## config.mk

```make
export PLATFORM = sky130hd
export DESIGN_NAME = complement_pair_rx_flat
export DESIGN_NICKNAME = d
export VERILOG_FILES = /design/src/rtl/complement_pair_rx_if.sv /design/src/rtl/complement_pair_rx.sv /design/src/flat_wrapper.sv
export SDC_FILE = /design/constraint.sdc
export NUM_CORES = 1
export LEC_CHECK = 0
export BUFFER_PORTS_ARGS = -buffer_cell sky130_fd_sc_hd__buf_4
export CORE_UTILIZATION = 51
export CTS_CLUSTER_DIAMETER = 40
export DETAILED_ROUTE_END_ITERATION = 16
export GPL_ROUTABILITY_DRIVEN = 0
export PLACE_DENSITY = 0.74
export SYNTH_ARGS = -nofsm -noshare
export SYNTH_HDL_FRONTEND = slang
export SYNTH_SLANG_ARGS = --single-unit
export TNS_END_PERCENT = 20
```

## constraint.sdc

```tcl
create_clock -name clk -period 2.5 [get_ports clk]
set_input_delay 0.5 -clock clk [delete_from_list [all_inputs] [get_ports clk]]
set_output_delay 0.5 -clock clk [all_outputs]
set_load 0.02 [all_outputs]
```

## src/rtl/complement_pair_rx_if.sv

```systemverilog
// Byte+complement link bundle: upstream valid/ready byte stream, downstream
// valid/ready verified-byte stream, and error status.
//   in_data/in_valid/in_ready     : link byte stream (receiver drives in_ready)
//   out_data/out_valid/out_ready  : verified byte stream (consumer drives out_ready)
//   err/err_code/err_count        : error pulse, last error code, saturating count
// slave = the receiver block, master = the surrounding logic / bench.
interface complement_pair_rx_if;
  logic [7:0] in_data;
  logic       in_valid;
  logic       in_ready;
  logic [7:0] out_data;
  logic       out_valid;
  logic       out_ready;
  logic       err;
  logic [1:0] err_code;
  logic [7:0] err_count;

  modport slave (
    input  in_data, in_valid, out_ready,
    output in_ready, out_data, out_valid, err, err_code, err_count
  );

  modport master (
    output in_data, in_valid, out_ready,
    input  in_ready, out_data, out_valid, err, err_code, err_count
  );
endinterface

```

## src/rtl/complement_pair_rx.sv

```systemverilog
// Receiver for the byte+complement link. Each data byte arrives followed by
// its bitwise inverse; the pair is verified and the data byte forwarded.
// Mismatches and inter-byte timeouts pulse err, update err_code, bump the
// saturating err_count and drop the pair.
// Ports:
//   clk   : rising-edge clock
//   reset : synchronous active-high reset
//   link  : complement_pair_rx_if.slave (in_*/out_* streams, err status)
// Parameter:
//   TIMEOUT : idle cycles allowed while waiting for the complement (1..255)
module complement_pair_rx #(
  parameter int unsigned TIMEOUT = 255
) (
  input  logic                    clk,
  input  logic                    reset,
  complement_pair_rx_if.slave     link
);

  typedef enum logic [1:0] {
    IDLE      = 2'd0,
    WAIT_COMP = 2'd1,
    HOLD      = 2'd2
  } state_t;

  localparam logic [7:0] TLIM = 8'(TIMEOUT - 1);

  state_t     state, state_n;
  logic [7:0] first_q, first_n;
  logic [7:0] timer_q, timer_n;
  logic [7:0] od_q, od_n;
  logic       ov_q, ov_n;
  logic       err_q, err_n;
  logic [1:0] code_q, code_n;
  logic [7:0] cnt_q, cnt_n;
  logic [7:0] cnt_inc;

  // Stop at 255; later errors still pulse err and update err_code.
  assign cnt_inc = (cnt_q == 8'hFF) ? cnt_q : cnt_q + 8'd1;

  always_ff @(posedge clk) begin
    if (reset) begin
      state   <= IDLE;
      first_q <= '0;
      timer_q <= '0;
      od_q    <= '0;
      ov_q    <= 1'b0;
      err_q   <= 1'b0;
      code_q  <= '0;
      cnt_q   <= '0;
    end else begin
      state   <= state_n;
      first_q <= first_n;
      timer_q <= timer_n;
      od_q    <= od_n;
      ov_q    <= ov_n;
      err_q   <= err_n;
      code_q  <= code_n;
      cnt_q   <= cnt_n;
    end
  end

  always_comb begin
    state_n = state;
    first_n = first_q;
    timer_n = timer_q;
    od_n    = od_q;
    ov_n    = ov_q;
    err_n   = 1'b0;
    code_n  = code_q;
    cnt_n   = cnt_q;
    case (state)
      IDLE: begin
        if (link.in_valid) begin
          first_n = link.in_data;
          timer_n = '0;
          state_n = WAIT_COMP;
        end
      end
      WAIT_COMP: begin
        // An accepted byte on the deadline cycle takes priority over timeout.
        if (link.in_valid) begin
          if (link.in_data == ~first_q) begin
            od_n    = first_q;
            ov_n    = 1'b1;
            state_n = HOLD;
          end else begin
            // Bad byte is dropped, not reused as the next first byte.
            err_n   = 1'b1;
            code_n  = 2'b01;
            cnt_n   = cnt_inc;
            state_n = IDLE;
          end
        end else if (timer_q == TLIM) begin
          err_n   = 1'b1;
          code_n  = 2'b10;
          cnt_n   = cnt_inc;
          state_n = IDLE;
        end else begin
          timer_n = timer_q + 8'd1;
        end
      end
      HOLD: begin
        if (link.out_ready) begin
          ov_n    = 1'b0;
          state_n = IDLE;
        end
      end
      default: state_n = IDLE;
    endcase
  end

  assign link.in_ready  = (state != HOLD);
  assign link.out_data  = od_q;
  assign link.out_valid = ov_q;
  assign link.err       = err_q;
  assign link.err_code  = code_q;
  assign link.err_count = cnt_q;

endmodule
```

## src/flat_wrapper.sv

```systemverilog
// flat-port wrapper written by rule: the top's interface ports become plain ports
module complement_pair_rx_flat 
#(
  parameter int unsigned TIMEOUT = 255
)
  (clk, reset, link_in_data, link_in_valid, link_out_ready, link_in_ready, link_out_data, link_out_valid, link_err, link_err_code, link_err_count);
  complement_pair_rx_if link_i ();
  input  logic clk;
  input  logic reset;
  input wire logic [$bits(link_i.in_data)-1:0] link_in_data;
  input wire logic [$bits(link_i.in_valid)-1:0] link_in_valid;
  input wire logic [$bits(link_i.out_ready)-1:0] link_out_ready;
  output wire logic [$bits(link_i.in_ready)-1:0] link_in_ready;
  output wire logic [$bits(link_i.out_data)-1:0] link_out_data;
  output wire logic [$bits(link_i.out_valid)-1:0] link_out_valid;
  output wire logic [$bits(link_i.err)-1:0] link_err;
  output wire logic [$bits(link_i.err_code)-1:0] link_err_code;
  output wire logic [$bits(link_i.err_count)-1:0] link_err_count;
  assign link_i.in_data = link_in_data;
  assign link_i.in_valid = link_in_valid;
  assign link_i.out_ready = link_out_ready;
  assign link_in_ready = link_i.in_ready;
  assign link_out_data = link_i.out_data;
  assign link_out_valid = link_i.out_valid;
  assign link_err = link_i.err;
  assign link_err_code = link_i.err_code;
  assign link_err_count = link_i.err_count;
  complement_pair_rx #(.TIMEOUT(TIMEOUT)) u_core (.clk(clk), .reset(reset), .link(link_i));
endmodule
```

# After elaboration in Yosys (flattened, before gate mapping)
# Cells that the tools add are included.
# Widths: inputs -> output; s select.
[classes]
add_sub_neg = 2
n_mul = 0
div = 0
n_lt_le_gt_ge = 0
n_eq_ne = 14
n_shift = 0
n_mux = 24
bitwise = 2
reduce_logical = 11
[ops]
columns = ["cell", "count"]
rows = [
  ["$mux 8", 7],
  ["$add 8x1->8 const B", 2],
  ["$eq 8x8->1 const B", 2],
  ["$mux 2", 8],
  ["$pmux 8 s2", 1],
  ["$ne 2x2->1 const B", 7],
  ["$reduce_and 3->1", 3],
  ["$eq 8x8->1", 1],
  ["$not 8->8", 1],
  ["$reduce_and 4->1", 2],
  ["$mux 1", 6],
  ["$pmux 2 s3", 1],
  ["$reduce_bool 2->1", 3],
  ["$ne 3x2->1 const B", 1],
  ["$eq 2x1->1 const B", 1],
  ["$eq 2x2->1 const B", 1],
  ["$logic_not 2->1", 1],
  ["$ne 2x1->1 const B", 1],
  ["$pmux 1 s2", 1],
  ["$reduce_and 2->1", 1],
  ["$reduce_or 2->1", 1],
  ["$not 1->1", 1],
]
[totals]
reg_bits = 38
latch_bits = 0
ramBits = 0
mem_bits_ro = 0
input_bits = 12
output_inout_bits = 21
wordCells = 61
memories = 0

# Longest topological paths before layout
[depth]
word_depth = 5
depth_mapped = 8
ltp_nobuf = 7

# Worst setup path before layout
# OpenSTA, ideal clock, no wires.
[synth_timing]
path_kind = "input port to flip-flop"
start = "in link_in_data[0]"
end = "reg u_core.cnt_q[0] (netlist: u_core.link.err_count[0])"
setup_time_ns = 0.121
arrival_time_ns = 1.633
required_time_ns = 2.379
path_slack_ns = 0.745
stages = 6
n_path_buf = 1
cell_sequence = "xor2_1 nand4_2 o32ai_4 buf_6 nor3b_2 mux2_4"
[synth_between]
elab_chain_len = 3
[synth_lines]
columns = ["element", "line_no", "text"]
rows = [
  ["from (decl)", "flat_wrapper.sv:10", "input wire logic [$bits(link_i.in_data)-1:0] link_in_data;"],
  ["$eq 8x8->1", "complement_pair_rx.sv:82", "if (link.in_data == ~first_q) begin"],
  ["$ne 2x2->1 (no source line)", "-", ""],
  ["$reduce_and 3->1 (no source line)", "-", ""],
  ["to (signal assigned)", "complement_pair_rx.sv:58", "cnt_q <= cnt_n;"],
  ["to (decl)", "complement_pair_rx.sv:34", "logic [7:0] cnt_q, cnt_n;"],
]
# No other way between the ends.
# A chain may end at the register's enable or synchronous reset.

# Worst setup path after layout
[layout_timing]
start = "reg u_core.first_q[1]"
end = "reg u_core.cnt_q[0] (netlist: u_core.link.err_count[0])"
[layout_between]
elab_chain_len = 4
[layout_lines]
columns = ["element", "line_no", "text"]
rows = [
  ["from (decl)", "complement_pair_rx.sv:28", "logic [7:0] first_q, first_n;"],
  ["from (signal assigned)", "complement_pair_rx.sv:52", "first_q <= first_n;"],
  ["$not 8->8", "complement_pair_rx.sv:82", ""],
  ["$eq 8x8->1", "complement_pair_rx.sv:82", ""],
  ["$ne 2x2->1 (no source line)", "-", ""],
  ["$reduce_and 3->1 (no source line)", "-", ""],
]
# No other way between the ends.

==> flow_metrics.py <==
metrics = {
    "job": {
        "drv_cap": 0,
    },
    "pwr": {
        "clock_power_share": 0.359,
        "power_frac_seq": 0.551,
        "p_switching_uw": 271,
        "power_uw": 1140,
        "p_per_area_nw_per_um2": 537,
        "p_int_uw": 872,
        "p_leak_uw": 0.000808,
        "p_sw_frac": 0.237,
        "pwr-share-comb": 0.090,
        "vdd_drop_max_v": 0.000357,
    },
    "logic_synthesis": {
        "synth-edff-count": 0,
        "synth_nets": 213,
        "synth_fa_ha_area_frac": 0.0212,
        "ys_seq_elements": 38,
        "async_reset_ff_frac": 0,
        "synth_xor_area_frac": 0.0692,
        "synth_ff_type": "dfxtp_1",
        "seq_area_frac_synth": 0.429,
        "muxShareOfSynthArea": 0.0734,
        "synth_top_family_by_area": "simple AND/OR/NAND/NOR gates",
        "yosysUniqueCellTypes": 41,
        "synth_area_um2": 1770,
        "syn_inst": 198,
        "yosysWarnings": 0,
        "synth_compound_area_frac": 0.126,
        "avgSynthCellArea_um2": 8.95,
        "synth-simple-area-share": 0.249,
    },
    "clocking": {
        "cts_buffer_depth": 2,
        "holdBufCountCts": 0,
        "path_clk_slew_ns": 0.11,
        "postCtsResizedCells": 0,
        "cts_num_sinks": 38,
        "clk_latency_ns": 0.35,
        "cts_setup_buffers": 0,
        "cts_tree": "built",
        "cts_root_buffer": "clkbuf_4",
        "numCtsBuffers": 5,
        "cts_max_level": 2,
    },
    "routing": {
        "wl_per_cell_um": 12.1,
        "drc": 0,
        "wl_um": 3370,
        "viasPerCell": 5.17,
        "drtPass1Iterations": 4,
        "drtIter0Drc": 22,
        "vias": 1438,
        "ant_nets": 0,
    },
    "floorplanning": {
        "row_count": 21,
        "dieArea_um2": 3720,
        "die_x_um": 61.0,
        "core_um2": 3340,
        "start_util": 0.531,
        "ios": 33,
        "chipHeight_um": 61.0,
    },
    "timing": {
        "grt_setup_unrepaired": "false",
        "setup_tns_ns": 0,
        "setup_viol": 0,
        "fin_crit_ns": 1.85,
        "tightest_slew_ns": 0.629,
        "report.final.slew_viol_count": 0,
        "fin_ws_ns": 0.648,
        "worst_clock_skew_ns": 0.00890,
        "fin_crit_sh": 0.741,
        "hold_violations": 0,
        "fmax_mhz": 540,
        "slew_headroom": 0.578,
    },
    "placement": {
        "dpl.hpwl_um": 2410,
        "portBuffers": 32,
        "dp_slack_ns": 0.417,
    },
    "worst_setup_path": {
        "critPathSlowestCell": "o32ai_4",
        "path_max_fanout": 13,
        "slowest_delay_ns": 0.54,
        "rrSetupSlack_ns": 0.65,
        "cp_cell_sequence": "xor2_1, nand4_2, o32ai_4, nor3b_2, mux2_4",
        "startpoint_type": "flop",
        "critPathKind": "flop to flop",
        "critPathCaptureType": "flop",
        "crit_required_ns": 2.74,
        "crit_arrival_ns": 2.10,
    },
    "cells_and_area": {
        "syn2layout_area_growth_pct": 20.1,
        "nNetsFinal": 246,
        "n_fill_cell": 309,
        "drive_gt1_frac": 0.224,
        "diodes": 0,
    },
    "grt": {
        "grt_usage": 0.198,
        "grt_overflow": 0,
        "antenna_found_initial": 0,
        "grt_max_degree": 37,
        "grt_pass1_wl_um": 5220,
        "grt_pass1_vias": 1174,
    },
    "status": {
        "status": "finished clean",
    },
    "worst_hold_path": {
        "hp-class": "input port to flop",
    },
}
-- routing by layer --
metal	GRT usage	wire [um]
met2	0.314	1620
met3	0.0618	109
met1	0.238	1570
met4	0.107	68
met5	0	0
-- power by group through the flow --
stage               clock network [uW]  registers, uW  logic, uW
global route                       449            633        113
global placement                     0            644        102
finish                             411            630        103
floorplan                            0            645       67.9
detailed placement                   0            644        104
CTS                                423            630        104
-- stage by stage --
stage | hold slack (ns) | cells | instance area (um2) | utilization
floorplan | 0.461 | 198 | 1770 | -
global placement | 0.471 | 270 | 2050 | 0.616
detailed placement | 0.478 | 270 | 2050 | 0.616
CTS | 0.389 | 278 | 2130 | 0.638
global route | 0.387 | 278 | 2130 | 0.638
finish | 0.398 | 278 | 2130 | 0.638
-- layout by cell type, fill, tap and decap left out, types with 2 or more instances in the layout --
| cell | n |
|---|---|
| a211oi_1 | 3 |
| a21oi_1 | 19 |
| buf_4 | 35 |
| clkbuf_1 | 2 |
| clkbuf_4 | 5 |
| dfxtp_1 | 38 |
| ha_1 | 3 |
| inv_1 | 2 |
| mux2_4 | 2 |
| mux2i_1 | 10 |
| nand2_1 | 22 |
| nand2b_1 | 5 |
| nand3_1 | 9 |
| nand4_1 | 2 |
| nand4_2 | 2 |
| nor2_1 | 23 |
| nor2b_1 | 3 |
| nor3_1 | 4 |
| nor4_2 | 2 |
| o21ai_0 | 2 |
| o31ai_1 | 3 |
| or3_1 | 3 |
| or4_1 | 3 |
| xnor2_1 | 6 |
| xor2_1 | 8 |
-- cell type report --
type	instances	area (um2)	share of cell area
sequential	38	761	0.357
inverter	3	11.3	0.00529
clock inverter	1	30.0	0.0141
multi-input combinational	148	962	0.452
timing repair buffer	35	263	0.123
tap	46	57.6	0.0270
clock buffer	7	45.0	0.0212
-- path summary, 6_finish.rpt --
| path | start | end | cells after the start |
|---|---|---|---|
| worst max-delay path | u_core.first_q[1] | u_core.link.err_count[0] | 5 |
| worst min-delay path | link_in_data[4] | u_core.first_q[4] | 3 |
| worst max register to register | u_core.first_q[1] | u_core.link.err_count[0] | 5 |
| worst min register to register | u_core.first_q[4] | u_core.first_q[4] | 2 |
-- cell usage after synthesis (2+ instances only) --
master / count / area, um2
dfxtp_1: 38 / 761
nor2_1: 23 / 86.3
nand2_1: 22 / 82.6
a21oi_1: 19 / 95.1
mux2i_1: 10 / 100
nand3_1: 9 / 45.0
xor2_1: 8 / 70.1
xnor2_1: 6 / 52.6
clkbuf_1: 5 / 18.8
nand2b_1: 5 / 31.3
nor3_1: 4 / 20.0
a211oi_1: 3 / 22.5
buf_2: 3 / 15.0
ha_1: 3 / 37.5
nor2b_1: 3 / 18.8
o31ai_1: 3 / 22.5
or3_1: 3 / 18.8
or4_1: 3 / 22.5
inv_1: 2 / 7.51
mux2_4: 2 / 30.0
nand4_1: 2 / 12.5
nand4_2: 2 / 25.0
o21ai_0: 2 / 10.0
-- critical path: cells and delay by family, from the launching register on --
kind             cells  cell delay (ns)
AO/OA/AOI/OAI        1             0.54
AND/OR/NAND/NOR      2             0.32
XOR/XNOR             1             0.19
flip-flops           1             0.38
multiplexers         1             0.31
-- cells by family (layout without fill, tap and decap cells) --
kind of cell / count (synthesis) / in the layout
fa+ha+maj: 3 / 3
compound gates: 34 / 34
mux: 12 / 12
buf+inv: 12 / 46
flops: 38 / 38
simple gates: 85 / 85
xor+xnor: 14 / 14
-- state kept, by name (all words and copies together) (netlist names) --
register	flops
u_core.first_q	8
u_core.link.err	1
u_core.link.err_code	2
u_core.link.err_count	8
u_core.link.out_data	8
u_core.link.out_valid	1
u_core.state	2
u_core.timer_q	8
No activity file was read; power rests on OpenSTA's default activity.
